[config.mk]
export PLATFORM = sky130hd
export DESIGN_NAME = rggen_apb_bridge_flat
export DESIGN_NICKNAME = d
export VERILOG_FILES = /design/src/rtl/rggen_rtl_pkg.sv /design/src/rtl/rggen_bus_if.sv /design/src/rtl/rggen_bus_timeout_counter.sv /design/src/rtl/rggen_apb_bridge.sv /design/src/flat_wrapper.sv
export SDC_FILE = /design/constraint.sdc
export NUM_CORES = 1
export LEC_CHECK = 0
export CAP_MARGIN = 5
export CORE_ASPECT_RATIO = 0.9
export CORE_MARGIN = 10
export CORE_UTILIZATION = 37
export DETAILED_ROUTE_END_ITERATION = 10
export PLACE_DENSITY = 0.74
export REMOVE_ABC_BUFFERS = 1
export SLEW_MARGIN = 0
export SYNTH_ARGS = -nofsm -noshare
export SYNTH_HDL_FRONTEND = slang
export SYNTH_SLANG_ARGS = --single-unit
[constraint.sdc]
create_clock -name clk -period 1.3 [get_ports clk]
set_input_delay 0.26 -clock clk [delete_from_list [all_inputs] [get_ports clk]]
set_output_delay 0.26 -clock clk [all_outputs]
set_load 0.02 [all_outputs]
[src/rtl/rggen_rtl_pkg.sv]
// rggen_rtl_pkg: bus direction and response status types shared by rggen bus bridges.
package rggen_rtl_pkg;
  typedef enum logic {
    RGGEN_READ  = 1'b0,
    RGGEN_WRITE = 1'b1
  } rggen_direction;

  typedef enum logic [1:0] {
    RGGEN_OKAY         = 2'b00,
    RGGEN_EXOKAY       = 2'b01,
    RGGEN_SLAVE_ERROR  = 2'b10,
    RGGEN_DECODE_ERROR = 2'b11
  } rggen_status;
endpackage

[src/rtl/rggen_bus_if.sv]
// rggen_bus_if: register-block request/response bus between a master and a bus bridge.
interface rggen_bus_if
  import rggen_rtl_pkg::*;
#(
  parameter int ADDRESS_WIDTH = 16,
  parameter int BUS_WIDTH     = 32
);
  logic                       request;
  logic [ADDRESS_WIDTH-1:0]   address;
  rggen_direction             direction;
  logic [BUS_WIDTH-1:0]       write_data;
  logic [BUS_WIDTH/8-1:0]     write_strobe;
  logic                       done;
  logic [BUS_WIDTH-1:0]       read_data;
  rggen_status                status;

  modport master (
    output request, address, direction, write_data, write_strobe,
    input  done, read_data, status
  );

  modport slave (
    input  request, address, direction, write_data, write_strobe,
    output done, read_data, status
  );
endinterface

[src/rtl/rggen_bus_timeout_counter.sv]
// rggen_bus_timeout_counter: counts stalled ACCESS cycles and flags the one that reaches CYCLES.
module rggen_bus_timeout_counter #(
  parameter int CYCLES = 1
) (
  input  logic clk,
  input  logic rst_n,
  input  logic clear_i,
  input  logic enable_i,
  output logic expired_o
);
  localparam int CW = (CYCLES < 1) ? 1 : $clog2(CYCLES + 1);

  logic [CW-1:0] count_q, count_d;

  // Saturating so a stuck enable can never wrap back into a fresh budget
  always_comb begin
    count_d   = clear_i ? '0 : (enable_i && count_q != CW'(CYCLES)) ? count_q + 1'b1 : count_q;
    expired_o = enable_i && (count_q == CW'(CYCLES - 1));
  end

  always_ff @(posedge clk or negedge rst_n) begin
    if (!rst_n) count_q <= '0;
    else        count_q <= count_d;
  end
endmodule

[src/rtl/rggen_apb_bridge.sv]
// rggen_apb_bridge: converts one rggen bus request at a time into an APB4 transfer,
// with an optional ACCESS-phase timeout that completes the request as a slave error.
module rggen_apb_bridge
  import rggen_rtl_pkg::*;
#(
  parameter int ADDRESS_WIDTH  = 16,
  parameter int DATA_WIDTH     = 32,
  parameter int TIMEOUT_CYCLES = 0
) (
  input  logic                      clk,
  input  logic                      rst_n,
  rggen_bus_if.slave                bus_if,
  output logic                      psel,
  output logic                      penable,
  output logic                      pwrite,
  output logic [ADDRESS_WIDTH-1:0]  paddr,
  output logic [2:0]                pprot,
  output logic [DATA_WIDTH-1:0]     pwdata,
  output logic [DATA_WIDTH/8-1:0]   pstrb,
  input  logic                      pready,
  input  logic                      pslverr,
  input  logic [DATA_WIDTH-1:0]     prdata
);
  localparam int SW = DATA_WIDTH / 8;

  typedef enum logic [1:0] {IDLE, SETUP, ACCESS, DONE} state_e;

  state_e                   state_q, state_d;
  logic [ADDRESS_WIDTH-1:0] addr_q, addr_d;
  logic                     write_q, write_d;
  logic [DATA_WIDTH-1:0]    wdata_q, wdata_d;
  logic [SW-1:0]            strb_q, strb_d;
  logic [DATA_WIDTH-1:0]    rdata_q, rdata_d;
  logic                     err_q, err_d;
  logic                     start, complete, expired;

  assign start    = (state_q == IDLE) && bus_if.request;
  assign complete = (state_q == ACCESS) && (pready || expired);

  if (TIMEOUT_CYCLES > 0) begin : g_timeout
    rggen_bus_timeout_counter #(
      .CYCLES (TIMEOUT_CYCLES)
    ) u_timeout (
      .clk       (clk),
      .rst_n     (rst_n),
      .clear_i   (start),
      .enable_i  ((state_q == ACCESS) && !pready),
      .expired_o (expired)
    );
  end else begin : g_no_timeout
    assign expired = 1'b0;
  end

  always_ff @(posedge clk or negedge rst_n) begin
    if (!rst_n) begin
      state_q <= IDLE;
      addr_q  <= '0;
      write_q <= 1'b0;
      wdata_q <= '0;
      strb_q  <= '0;
      rdata_q <= '0;
      err_q   <= 1'b0;
    end else begin
      state_q <= state_d;
      addr_q  <= addr_d;
      write_q <= write_d;
      wdata_q <= wdata_d;
      strb_q  <= strb_d;
      rdata_q <= rdata_d;
      err_q   <= err_d;
    end
  end

  // Timeout completion reports an error with no data; pready on that cycle wins
  always_comb begin
    state_d = (state_q == IDLE)   ? (bus_if.request ? SETUP : IDLE) :
              (state_q == SETUP)  ? ACCESS :
              (state_q == ACCESS) ? ((pready || expired) ? DONE : ACCESS) : IDLE;
    addr_d  = start ? bus_if.address : addr_q;
    write_d = start ? (bus_if.direction == RGGEN_WRITE) : write_q;
    wdata_d = start ? bus_if.write_data : wdata_q;
    strb_d  = start ? bus_if.write_strobe : strb_q;
    err_d   = complete ? (!pready || pslverr) : err_q;
    rdata_d = complete ? ((pready && !pslverr && !write_q) ? prdata : '0) : rdata_q;
  end

  always_comb begin
    psel             = (state_q == SETUP) || (state_q == ACCESS);
    penable          = (state_q == ACCESS);
    pwrite           = write_q;
    paddr            = addr_q;
    pprot            = 3'b000;
    pwdata           = write_q ? wdata_q : '0;
    pstrb            = write_q ? strb_q : '0;
    bus_if.done      = (state_q == DONE);
    bus_if.read_data = (state_q == DONE) ? rdata_q : '0;
    bus_if.status    = ((state_q == DONE) && err_q) ? RGGEN_SLAVE_ERROR : RGGEN_OKAY;
  end
endmodule

[src/flat_wrapper.sv]
// flat-port wrapper written by rule: the top's interface ports become plain ports
module rggen_apb_bridge_flat import rggen_rtl_pkg::*;
#(
  parameter int ADDRESS_WIDTH  = 16,
  parameter int DATA_WIDTH     = 32,
  parameter int TIMEOUT_CYCLES = 0
)
  (clk, rst_n, psel, penable, pwrite, paddr, pprot, pwdata, pstrb, pready, pslverr, prdata, bus_if_request, bus_if_address, bus_if_direction, bus_if_write_data, bus_if_write_strobe, bus_if_done, bus_if_read_data, bus_if_status);
  rggen_bus_if #(.ADDRESS_WIDTH(ADDRESS_WIDTH), .BUS_WIDTH((32))) bus_if_i ();
  input  logic clk;
  input  logic rst_n;
  output logic psel;
  output logic penable;
  output logic pwrite;
  output logic [ADDRESS_WIDTH-1:0] paddr;
  output logic [2:0] pprot;
  output logic [DATA_WIDTH-1:0] pwdata;
  output logic [DATA_WIDTH/8-1:0] pstrb;
  input  logic pready;
  input  logic pslverr;
  input  logic [DATA_WIDTH-1:0] prdata;
  input wire logic [$bits(bus_if_i.request)-1:0] bus_if_request;
  input wire logic [$bits(bus_if_i.address)-1:0] bus_if_address;
  input wire logic [$bits(bus_if_i.direction)-1:0] bus_if_direction;
  input wire logic [$bits(bus_if_i.write_data)-1:0] bus_if_write_data;
  input wire logic [$bits(bus_if_i.write_strobe)-1:0] bus_if_write_strobe;
  output wire logic [$bits(bus_if_i.done)-1:0] bus_if_done;
  output wire logic [$bits(bus_if_i.read_data)-1:0] bus_if_read_data;
  output wire logic [$bits(bus_if_i.status)-1:0] bus_if_status;
  assign bus_if_i.request = bus_if_request;
  assign bus_if_i.address = bus_if_address;
  assign bus_if_i.direction = bus_if_direction;
  assign bus_if_i.write_data = bus_if_write_data;
  assign bus_if_i.write_strobe = bus_if_write_strobe;
  assign bus_if_done = bus_if_i.done;
  assign bus_if_read_data = bus_if_i.read_data;
  assign bus_if_status = bus_if_i.status;
  rggen_apb_bridge #(.ADDRESS_WIDTH(ADDRESS_WIDTH), .DATA_WIDTH(DATA_WIDTH), .TIMEOUT_CYCLES(TIMEOUT_CYCLES)) u_core (.clk(clk), .rst_n(rst_n), .bus_if(bus_if_i), .psel(psel), .penable(penable), .pwrite(pwrite), .paddr(paddr), .pprot(pprot), .pwdata(pwdata), .pstrb(pstrb), .pready(pready), .pslverr(pslverr), .prdata(prdata));
endmodule
==> impl_results.md <==
* Wirelength per Cell at ~20 um
* Post-route clock period utilization at 125%
* IO Count at 183
* Final Max Slew Viols at 0
* Vias at 2948
* Internal power at 11100 uW
* Initial core utilization at 38.4%
* Port bufs at 178
* Total Routing Usage GR at 15.4%
* F_max at 0.616 GHz
* Worst-path fanout max at 16
* FILL cells at 799
* Vias per cell at between 4 and 5
* Seq/Total Area, Yosys at 55.5%
* Cell Pwr Density at 2460 nW/um^2
* Final setup viols at 158
* R2R Path Start: u_core.state_q[0]$_DFF_PN0_
* Pin count of the biggest net entering global routing at 57
* Ys Warns at 0
* Worst Setup SP: u_core.state_q[0]$_DFF_PN0_
* Hold slack at 0.454 ns
* Logic pwr share at 52.4%
* Number of global-route vias before repair at 3243
* Total CTS buffers at 9
* Cell Count, Final, Fillers Out at about 620
* Tmin final at 1.62 ns
* Placeable Area at 10300 sq um
* Distinct cells, synth at 16
* Mapped Area at 3970 sq um
* Clock Skew at 0.00462 ns
* WL met1 at 4890 um
* GPL Wtd Cong at 0.772
* Sw Share at 33.2%
* Failing checks: setup timing
* Rows at 35
* Die height at 118 um
* First-pass GRT wire length at 18600 um
* Mapped Cells at 277
* H-tree depth at 3
* WL final at 12500 um
* P&R area growth vs syn at 70.9%
* Uppermost layer routed: met4
* Static Leak at 0.00334 uW
* Die area at 15300 sq um
* # nets final at about 580
* Seq cells post-synth at 88
* Final Power at around 17000 uW
* Worst Path Arrival at 1.36 ns
* Clock share of power at 18.0%
* Worst skew pair latency at 0.33 ns
* Root Driver: clkbuf_16
* Critical path class: reg2out
* DR iter-0 viols at 160
* CTS Buffer Depth at 2
* CTS tree: yes
* Max Cap Viol at 0
* Setup crit start kind: flop
* Dpl hpwl at 8520 um
* Avg Cell Area, Syn at around 14 sq um
* Post-route ant nets at 0
* RSZ-0062 raised after global routing: yes
* Commonest non-fill, non-tap cell in the layout: clkdlybuf4s50_1
* Initial antenna violation count at 0
* Multi-input gate area at 1790 sq um
* Sw power at 5530 uW
* Met3 WL at 1130 um
* CP Capture Type: output port
* Hold crit path type: in2async
* Most frequent cells in the layout: clkdlybuf4s50_1, dfrtp_1, buf_6
* Outcome: complete, but fails checks
* Share of cells above drive strength 1 at 49.9%
* Ant diodes at 0
* Gr ovfl total at 0
* Inst Count DP at 588
* Worst path required time at 1.04 ns
* Met2 Wirelength at 6220 um
* Die width at 129 um
* Final WS setup at -0.323 ns
* Reg area at 2200 sq um
* Clock sink count at ~90
* Max IR drop VDD at 0.00136 V
* DR pass1 iterations at 4
* Final Hold Vio Count at 0
* Seq pwr share at 29.6%
* Clock-pin slew on the worst setup and hold paths at 0.06 ns
* Drt drc at 0
## kinds of logic (layout without fill, tap and decap cells)
kind of cell,count (synthesis),after routing,synth area share [%]
flops,88,88,55.5
mux,54,54,20.0
simple gates,72,73,11.6
fa+ha+maj,4,4,1.26
buf+inv,25,239,4.29
other cells,1,4,0.0946
compound gates,33,33,7.26
## worst max-delay path: stages (launching register included)
cell and delay (ns):
dfrtp_1 0.41, ha_4 0.19, buf_8 0.15, and2_1 0.13
buf_2 0.15
## power by group through the flow
stage / logic, uW / clock network, uW / registers (uW)
after floorplan: 3850 / 0 / 5020
after global placement: 7490 / 0 / 4790
after detailed placement: 7600 / 0 / 4820
after CTS: 7780 / 3060 / 4850
after global routing: 9280 / 3170 / 5120
final: 8720 / 2990 / 4940
## cells in the mapped netlist, drive strengths merged
| cell | count | area (sq um) |
|---|---|---|
| dfrtp | 88 | 2200 |
| and2 | 69 | 432 |
| mux2 | 54 | 792 |
| a22o | 32 | 280 |
| buf | 13 | 125 |
| clkbuf | 10 | 37.5 |
| ha | 4 | 50.1 |
| inv | 2 | 7.51 |
| nand2 | 2 | 15.0 |
| and4bb | 1 | 12.5 |
| conb | 1 | 3.75 |
| o31ai | 1 | 7.51 |
## sequential cells by signal, summed over array words and instances (netlist names)
name	count
u_core.state_q	2
u_core.wdata_q	32
u_core.rdata_q	32
u_core.strb_q	4
u_core.pwrite	1
u_core.err_q	1
u_core.paddr	16
## layout make-up
type                            count  share of cell area, %
Clock inverter                      5                   1.53
Sequential cell                    88                   32.5
Timing Repair Buffer              221                   33.5
Clock buffer                       11                   3.58
Tap cell                          129                   2.38
Multi-Input combinational cell    168                   26.4
Inverter                            2                  0.148
## metal layers
layer | up-vias | GRT usage [%]
met5 | - | 0
met2 | 108 | 25.6
met3 | 16 | 7.37
li1 | 1377 | -
met4 | 0 | 4.55
met1 | 1447 | 17.0
## path summary, 6_finish.rpt
check | end | slack [ns] | depth (start not counted)
min in group clk | u_core.paddr[2]$_DFFE_PN0P_ | 0.50 | 1
worst min-delay path | u_core.paddr[13]$_DFFE_PN0P_ | 0.45 | 3
max in group asynchronous | u_core.wdata_q[29]$_DFFE_PN0P_ | 0.47 | 3
worst max-delay path | bus_if_read_data[1] | -0.32 | 4
worst min register to register | u_core.paddr[2]$_DFFE_PN0P_ | 0.50 | 1
worst max register to register | u_core.wdata_q[30]$_DFFE_PN0P_ | -0.26 | 6
## repair_timing
action,CTS,global route
setup buffers,5,2
gates cloned,6,8
pin swaps,4,4
endpoints found under the hold margin,88,0
hold buffers,1,0
gates resized for setup,404,99
endpoints found under the setup margin,176,170
## per-stage QoR
stage / setup WS [ns] / setup TNS [ns] / cell area, sq um / utilization (%)
final: -0.323 / -38.03 / 6780 / 65.6
after global routing: -0.388 / -47.29 / 6780 / 65.6
after CTS: -0.334 / -38.53 / 6410 / 62.0
after detailed placement: -0.494 / -43.21 / 5980 / 57.9
after global placement: -0.454 / -40.51 / 5980 / 57.9
after floorplan: -0.521 / -47.94 / 3810 / -
Note: power is estimated with default switching activity, not from simulation.
